**src/rtl/sd_crc_lanes_if.sv**
```systemverilog
// Handshake/data bundle between the SD shifters and the multi-lane CRC engine.
// master drives the payload side and slave is the CRC engine.
interface sd_crc_lanes_if #(
    parameter int LANES = 1,
    parameter int CRC_W = 7
);
    logic                   clear;
    logic                   bit_en;
    logic [LANES-1:0]       bit_in;
    logic                   shift_start;
    logic                   chk_start;
    logic [LANES*CRC_W-1:0] crc_out;
    logic [LANES-1:0]       ser_out;
    logic                   ser_valid;
    logic                   busy;
    logic                   done;
    logic [LANES-1:0]       crc_err;

    modport master (
        output clear,
        output bit_en,
        output bit_in,
        output shift_start,
        output chk_start,
        input  crc_out,
        input  ser_out,
        input  ser_valid,
        input  busy,
        input  done,
        input  crc_err
    );

    modport slave (
        input  clear,
        input  bit_en,
        input  bit_in,
        input  shift_start,
        input  chk_start,
        output crc_out,
        output ser_out,
        output ser_valid,
        output busy,
        output done,
        output crc_err
    );
endinterface

```
**src/rtl/sd_crc_lanes.sv**
```systemverilog
// Multi-lane MSB-first CRC engine with serialiser for the SD host datapath.
// Define SD_CRC_CHECK_EN to build the receive-side CRC checker (CHECK state).
module sd_crc_lanes #(
    parameter int          CRC_W = 7,
    parameter logic [31:0] POLY  = 7'h09,
    parameter int          LANES = 1
) (
    input logic          clk,
    input logic          rst,
    sd_crc_lanes_if.slave bus
);
    localparam int CNT_W = $clog2(CRC_W);
    localparam logic [CRC_W-1:0] POLY_M  = POLY[CRC_W-1:0];
    localparam logic [CNT_W-1:0] CNT_TOP = CNT_W'(CRC_W - 1);

    typedef enum logic [1:0] {
        IDLE  = 2'd0,
        SHIFT = 2'd1,
        CHECK = 2'd2
    } state_t;

    state_t state;
    state_t state_d;

    logic [LANES-1:0][CRC_W-1:0] crc;
    logic [LANES-1:0][CRC_W-1:0] crc_sh;
    logic [LANES-1:0][CRC_W-1:0] crc_fb;
    logic [LANES-1:0]            msb;
    logic [LANES-1:0]            inv;
    logic [CNT_W-1:0]            cnt;
    logic                        last;
    logic                        done_q;
    logic                        ser_v;

    assign last = (cnt == '0);

    // Per-lane LFSR step; inv doubles as the receive mismatch flag.
    always_comb begin
        msb    = '0;
        inv    = '0;
        crc_sh = '0;
        crc_fb = '0;
        for (int n = 0; n < LANES; n++) begin
            msb[n]    = crc[n][CRC_W-1];
            inv[n]    = bus.bit_in[n] ^ crc[n][CRC_W-1];
            crc_sh[n] = {crc[n][CRC_W-2:0], 1'b0};
            crc_fb[n] = crc_sh[n] ^ (inv[n] ? POLY_M : '0);
        end
    end

    always_ff @(posedge clk) begin
        if (rst) begin
            state <= IDLE;
        end else begin
            state <= state_d;
        end
    end

    always_comb begin
        state_d = state;
        if (bus.clear) begin
            state_d = IDLE;
        end else begin
            case (state)
                IDLE: begin
                    if (bus.shift_start) begin
                        state_d = SHIFT;
`ifdef SD_CRC_CHECK_EN
                    end else if (bus.chk_start) begin
                        state_d = CHECK;
`endif
                    end
                end
                SHIFT: begin
                    if (last) begin
                        state_d = IDLE;
                    end
                end
`ifdef SD_CRC_CHECK_EN
                CHECK: begin
                    if (bus.bit_en && last) begin
                        state_d = IDLE;
                    end
                end
`endif
                default: state_d = IDLE;
            endcase
        end
    end

`ifdef SD_CRC_CHECK_EN
    logic [LANES-1:0] err;
`endif

    always_ff @(posedge clk) begin
        if (rst) begin
            crc    <= '0;
            cnt    <= '0;
            done_q <= 1'b0;
`ifdef SD_CRC_CHECK_EN
            err    <= '0;
`endif
        end else if (bus.clear) begin
            crc    <= '0;
            cnt    <= '0;
            done_q <= 1'b0;
`ifdef SD_CRC_CHECK_EN
            err    <= '0;
`endif
        end else begin
            done_q <= 1'b0;
            case (state)
                IDLE: begin
                    if (bus.bit_en) begin
                        crc <= crc_fb;
                    end
`ifdef SD_CRC_CHECK_EN
                    if (bus.shift_start || bus.chk_start) begin
`else
                    if (bus.shift_start) begin
`endif
                        cnt <= CNT_TOP;
                    end
                end
                // Zero-fill shifting leaves crc cleared after CRC_W cycles.
                SHIFT: begin
                    crc <= crc_sh;
                    cnt <= last ? '0 : cnt - 1'b1;
                    if (last) begin
                        done_q <= 1'b1;
                    end
                end
`ifdef SD_CRC_CHECK_EN
                CHECK: begin
                    if (bus.bit_en) begin
                        crc <= crc_sh;
                        err <= err | inv;
                        cnt <= last ? '0 : cnt - 1'b1;
                        if (last) begin
                            done_q <= 1'b1;
                        end
                    end
                end
`endif
                default: begin
                    crc <= crc;
                end
            endcase
        end
    end

    always_comb begin
        ser_v         = (state == SHIFT);
        bus.ser_valid = ser_v;
        bus.busy      = (state != IDLE);
        bus.ser_out   = ser_v ? msb : '0;
    end

    assign bus.crc_out = crc;
    assign bus.done    = done_q;

`ifdef SD_CRC_CHECK_EN
    assign bus.crc_err = err;
`else
    logic unused_chk;
    assign unused_chk  = bus.chk_start;
    assign bus.crc_err = '0;
`endif
endmodule
```
**src/flat_wrapper.sv**
```systemverilog
// flat-port wrapper written by rule: the top's interface ports become plain ports
module sd_crc_lanes_flat 
#(
    parameter int          CRC_W = 7,
    parameter logic [31:0] POLY  = 7'h09,
    parameter int          LANES = 1
)
  (clk, rst, bus_clear, bus_bit_en, bus_bit_in, bus_shift_start, bus_chk_start, bus_crc_out, bus_ser_out, bus_ser_valid, bus_busy, bus_done, bus_crc_err);
  sd_crc_lanes_if #(.LANES(LANES), .CRC_W(CRC_W)) bus_i ();
  input logic clk;
  input logic rst;
  input wire logic [$bits(bus_i.clear)-1:0] bus_clear;
  input wire logic [$bits(bus_i.bit_en)-1:0] bus_bit_en;
  input wire logic [$bits(bus_i.bit_in)-1:0] bus_bit_in;
  input wire logic [$bits(bus_i.shift_start)-1:0] bus_shift_start;
  input wire logic [$bits(bus_i.chk_start)-1:0] bus_chk_start;
  output wire logic [$bits(bus_i.crc_out)-1:0] bus_crc_out;
  output wire logic [$bits(bus_i.ser_out)-1:0] bus_ser_out;
  output wire logic [$bits(bus_i.ser_valid)-1:0] bus_ser_valid;
  output wire logic [$bits(bus_i.busy)-1:0] bus_busy;
  output wire logic [$bits(bus_i.done)-1:0] bus_done;
  output wire logic [$bits(bus_i.crc_err)-1:0] bus_crc_err;
  assign bus_i.clear = bus_clear;
  assign bus_i.bit_en = bus_bit_en;
  assign bus_i.bit_in = bus_bit_in;
  assign bus_i.shift_start = bus_shift_start;
  assign bus_i.chk_start = bus_chk_start;
  assign bus_crc_out = bus_i.crc_out;
  assign bus_ser_out = bus_i.ser_out;
  assign bus_ser_valid = bus_i.ser_valid;
  assign bus_busy = bus_i.busy;
  assign bus_done = bus_i.done;
  assign bus_crc_err = bus_i.crc_err;
  sd_crc_lanes #(.CRC_W(CRC_W), .POLY(POLY), .LANES(LANES)) u_core (.clk(clk), .rst(rst), .bus(bus_i));
endmodule
```
**config.mk**
```make
export PLATFORM = sky130hd
export DESIGN_NAME = sd_crc_lanes_flat
export DESIGN_NICKNAME = d
export VERILOG_FILES = /design/src/rtl/sd_crc_lanes_if.sv /design/src/rtl/sd_crc_lanes.sv /design/src/flat_wrapper.sv
export SDC_FILE = /design/constraint.sdc
export NUM_CORES = 1
export LEC_CHECK = 0
export BUFFER_PORTS_ARGS = -buffer_cell sky130_fd_sc_hd__buf_2
export CELL_PAD_IN_SITES_DETAIL_PLACEMENT = 1
export CELL_PAD_IN_SITES_GLOBAL_PLACEMENT = 1
export CORE_MARGIN = 8
export CORE_UTILIZATION = 35
export CTS_CLUSTER_DIAMETER = 150
export DETAILED_ROUTE_END_ITERATION = 10
export PLACE_DENSITY_LB_ADDON = 0.1
export RECOVER_POWER = 100
export SLEW_MARGIN = 20
export SYNTH_ARGS = -nofsm -noshare
export SYNTH_HDL_FRONTEND = slang
export SYNTH_SLANG_ARGS = --single-unit
```
**constraint.sdc**
```tcl
create_clock -name clk -period 1.9 [get_ports clk]
set_clock_uncertainty 0.15 [all_clocks]
set_input_delay 0.19 -clock clk [delete_from_list [all_inputs] [get_ports clk]]
set_output_delay 0.19 -clock clk [all_outputs]
set_load 0.02 [all_outputs]
```
==> results.toml <==
[placement]
numPlacedInstances = 88
pre_cts_slack_ps = 431.4
placed_area_um2 = 576.8
place.gp.congestion = 0.7653
place_hpwl_um = 952.1
port_buffers = 16

[global_route]
antenna_found_initial = 0
grt_pass1_wl_um = 2166
track_usage = 0.1015
grt_pass1_vias = 499
grt.overflow.total = 0
grt_max_degree = 22

[routing]
wl_per_cell_um = 14.29
drtAntennaViolNets = 0
drt_iter0_drc = 4
first_pass_iters = 4
num_vias = 478
wl_um = 1300
via_per_inst = 5.253
dr_wl_met3_um = 121
top_layer = "met4"
m1WireLength_um = 611
drc_errors = 0
wl_met2_um = 553

[hold_path]
hp-class = "in2reg"
hold_start = "bus_shift_start"
hold_path_depth = 3
whs_endpoint = "u_core.state[0]"

[critical_path]
worstPathMaxFanout = 21
critPathKind = "reg2out"
arrival_ps = 1370
end_kind = "primary output"
timing.rr.start = "u_core.state[0]"
required_ps = 1560
cp-start-kind = "flop"
regToRegEndpoint = "u_core.bus.crc_out[3]"
reg2reg_depth = 2
r2r_slack_ps = 420

[sta]
final-setup-viol-count = 0
worstMarginPinSlew_ps = 580.6
final.setup.tns_ps = 0
hold_viol = 0
relSlewSlack = 0.6124
max_freq_ghz = 0.5847
rsz0062_at_grt = "no"
slew_violations = 0
fin_ws_ps = 189.7
finalCriticalPeriod_ps = 1710
fin_crit_sh = 0.9001

[cells_and_area]
layout-drive-gt1-share = 0.1467
finalNonFillerCells = 91
final_nets = 84
final_common_cell = "dfxtp_1"
syn2layout_area_growth_pct = 10.61
final_area_um2 = 586.8
diodes = 0
final_cell_mix = "12 x dfxtp_1, 10 x clkbuf_1, 8 x a21oi_1"

[cts]
clock_latency_ps = 260
cts.clk_slew.worst_paths_ps = 70
cts-root-buf = "clkbuf_4"
numClockSinks = 12
post_cts_buffers = 0
cts_resized = 0
cts_buffer_depth = 2
htree_levels = 1
cts_buffers = 3
cts_tree = "done"
holdBufCountCts = 0

[synthesis]
yosysWarnings = 0
ys_types = 23
synthesis.area_um2 = 530.5
syn-instance-count = 62
synthTopCellsByArea = "dfxtp_1 45%, a21oi_1 7.5%, buf_6 6.4%, o21ai_0 5.7%, nand2_1 5.0%"
yosys.area.top_type = "dfxtp_1"
synth-seq-area-share = 0.4528
synth_top_area_frac = 0.4528
syn-mean-instance-area_um2 = 8.557
ys_seq_elements = 12
syn_nets = 69

[floorplanning]
core_mm2 = 0.001471
initial_core_util = 0.3605
die_h_um = 54.93
dieArea_mm2 = 0.003017
fp.dieW_um = 54.93
io_pins = 19
core.rowCount = 14

[pwr]
powerDensity_mw_per_mm2 = 781.6
ir_drop_v = 0.0003371
power.leakage_nw = 0.1944
total_power_uw = 458.6

[job]
cap_violations = 0

[outcome]
status = "finished, final reports clean"
state kept, by name (all words and copies together) (netlist names):
register / flops
u_core.bus.crc_out: 7
u_core.state: 1
u_core.bus.done: 1
u_core.cnt: 3
cells by family after synthesis:
| group | Yosys count | share of synthesized area |
|---|---|---|
| buf+inv | 7 | 0.1085 |
| flops | 12 | 0.4528 |
| other cells | 1 | 0.007069 |
| simple gates | 20 | 0.1863 |
| xor+xnor | 1 | 0.01651 |
| compound gates | 21 | 0.2288 |
cell usage after synthesis:
cell type and number:
a2111oi_0 1, a211oi_1 1, a21oi_1 8, a31oi_1 2
and2_2 1, buf_2 1, buf_4 2, buf_6 3
conb_1 1, dfxtp_1 12, inv_1 1, nand2_1 7
nand3_1 2, nor2_1 4, nor3_1 2, nor3b_1 1
o211ai_1 1, o21ai_0 6, o21bai_1 2, or2_2 1
or3_1 1, or4b_1 1, xnor2_1 1
layer usage:
metal | GRT usage | vias to the layer above
met2 | 0.1434 | 13
met3 | 0.04011 | 2
met4 | 0.06000 | 0
met5 | 0 | -
met1 | 0.1273 | 223
li1 | - | 240
through the flow:
stage / hold WS (ps) / utilization
2_1_floorplan: 209.6 / -
3_3_place_gp: 305.7 / 0.3920
3_5_place_dp: 310.6 / 0.3920
4_1_cts: 83.06 / 0.4073
5_1_grt: 101.3 / 0.3988
6_report: 83.11 / 0.3988
critical path, cell delays in order (launching register included):
cell and delay (ps):
dfxtp_1 690, and2_2 250, clkbuf_2 160
area by class of cell:
cell class,count,area (um2)
tap,16,20.02
inverter,1,3.754
sequential,12,240.2
clock buffer,3,22.52
multi-input combinational,43,232.7
fill,204,884.6
timing repair buffer,16,67.56
worst max-delay path by stage:
stage                          start                    end
6_report             u_core.state[0]            bus_ser_out
4_1_cts              u_core.state[0]            bus_ser_out
3_3_place_gp         u_core.state[0]            bus_ser_out
5_1_grt              u_core.state[0]            bus_ser_out
3_5_place_dp         u_core.state[0]  u_core.bus.crc_out[3]
2_1_floorplan  u_core.bus.crc_out[6]  u_core.bus.crc_out[3]
power by group:
group	switching [mW]	internal [mW]
combinational	0.0261	0.0143
sequential	0.0103	0.257
clock	0.0775	0.0731
total	0.114	0.345
No activity file was read; power rests on OpenSTA's default activity.
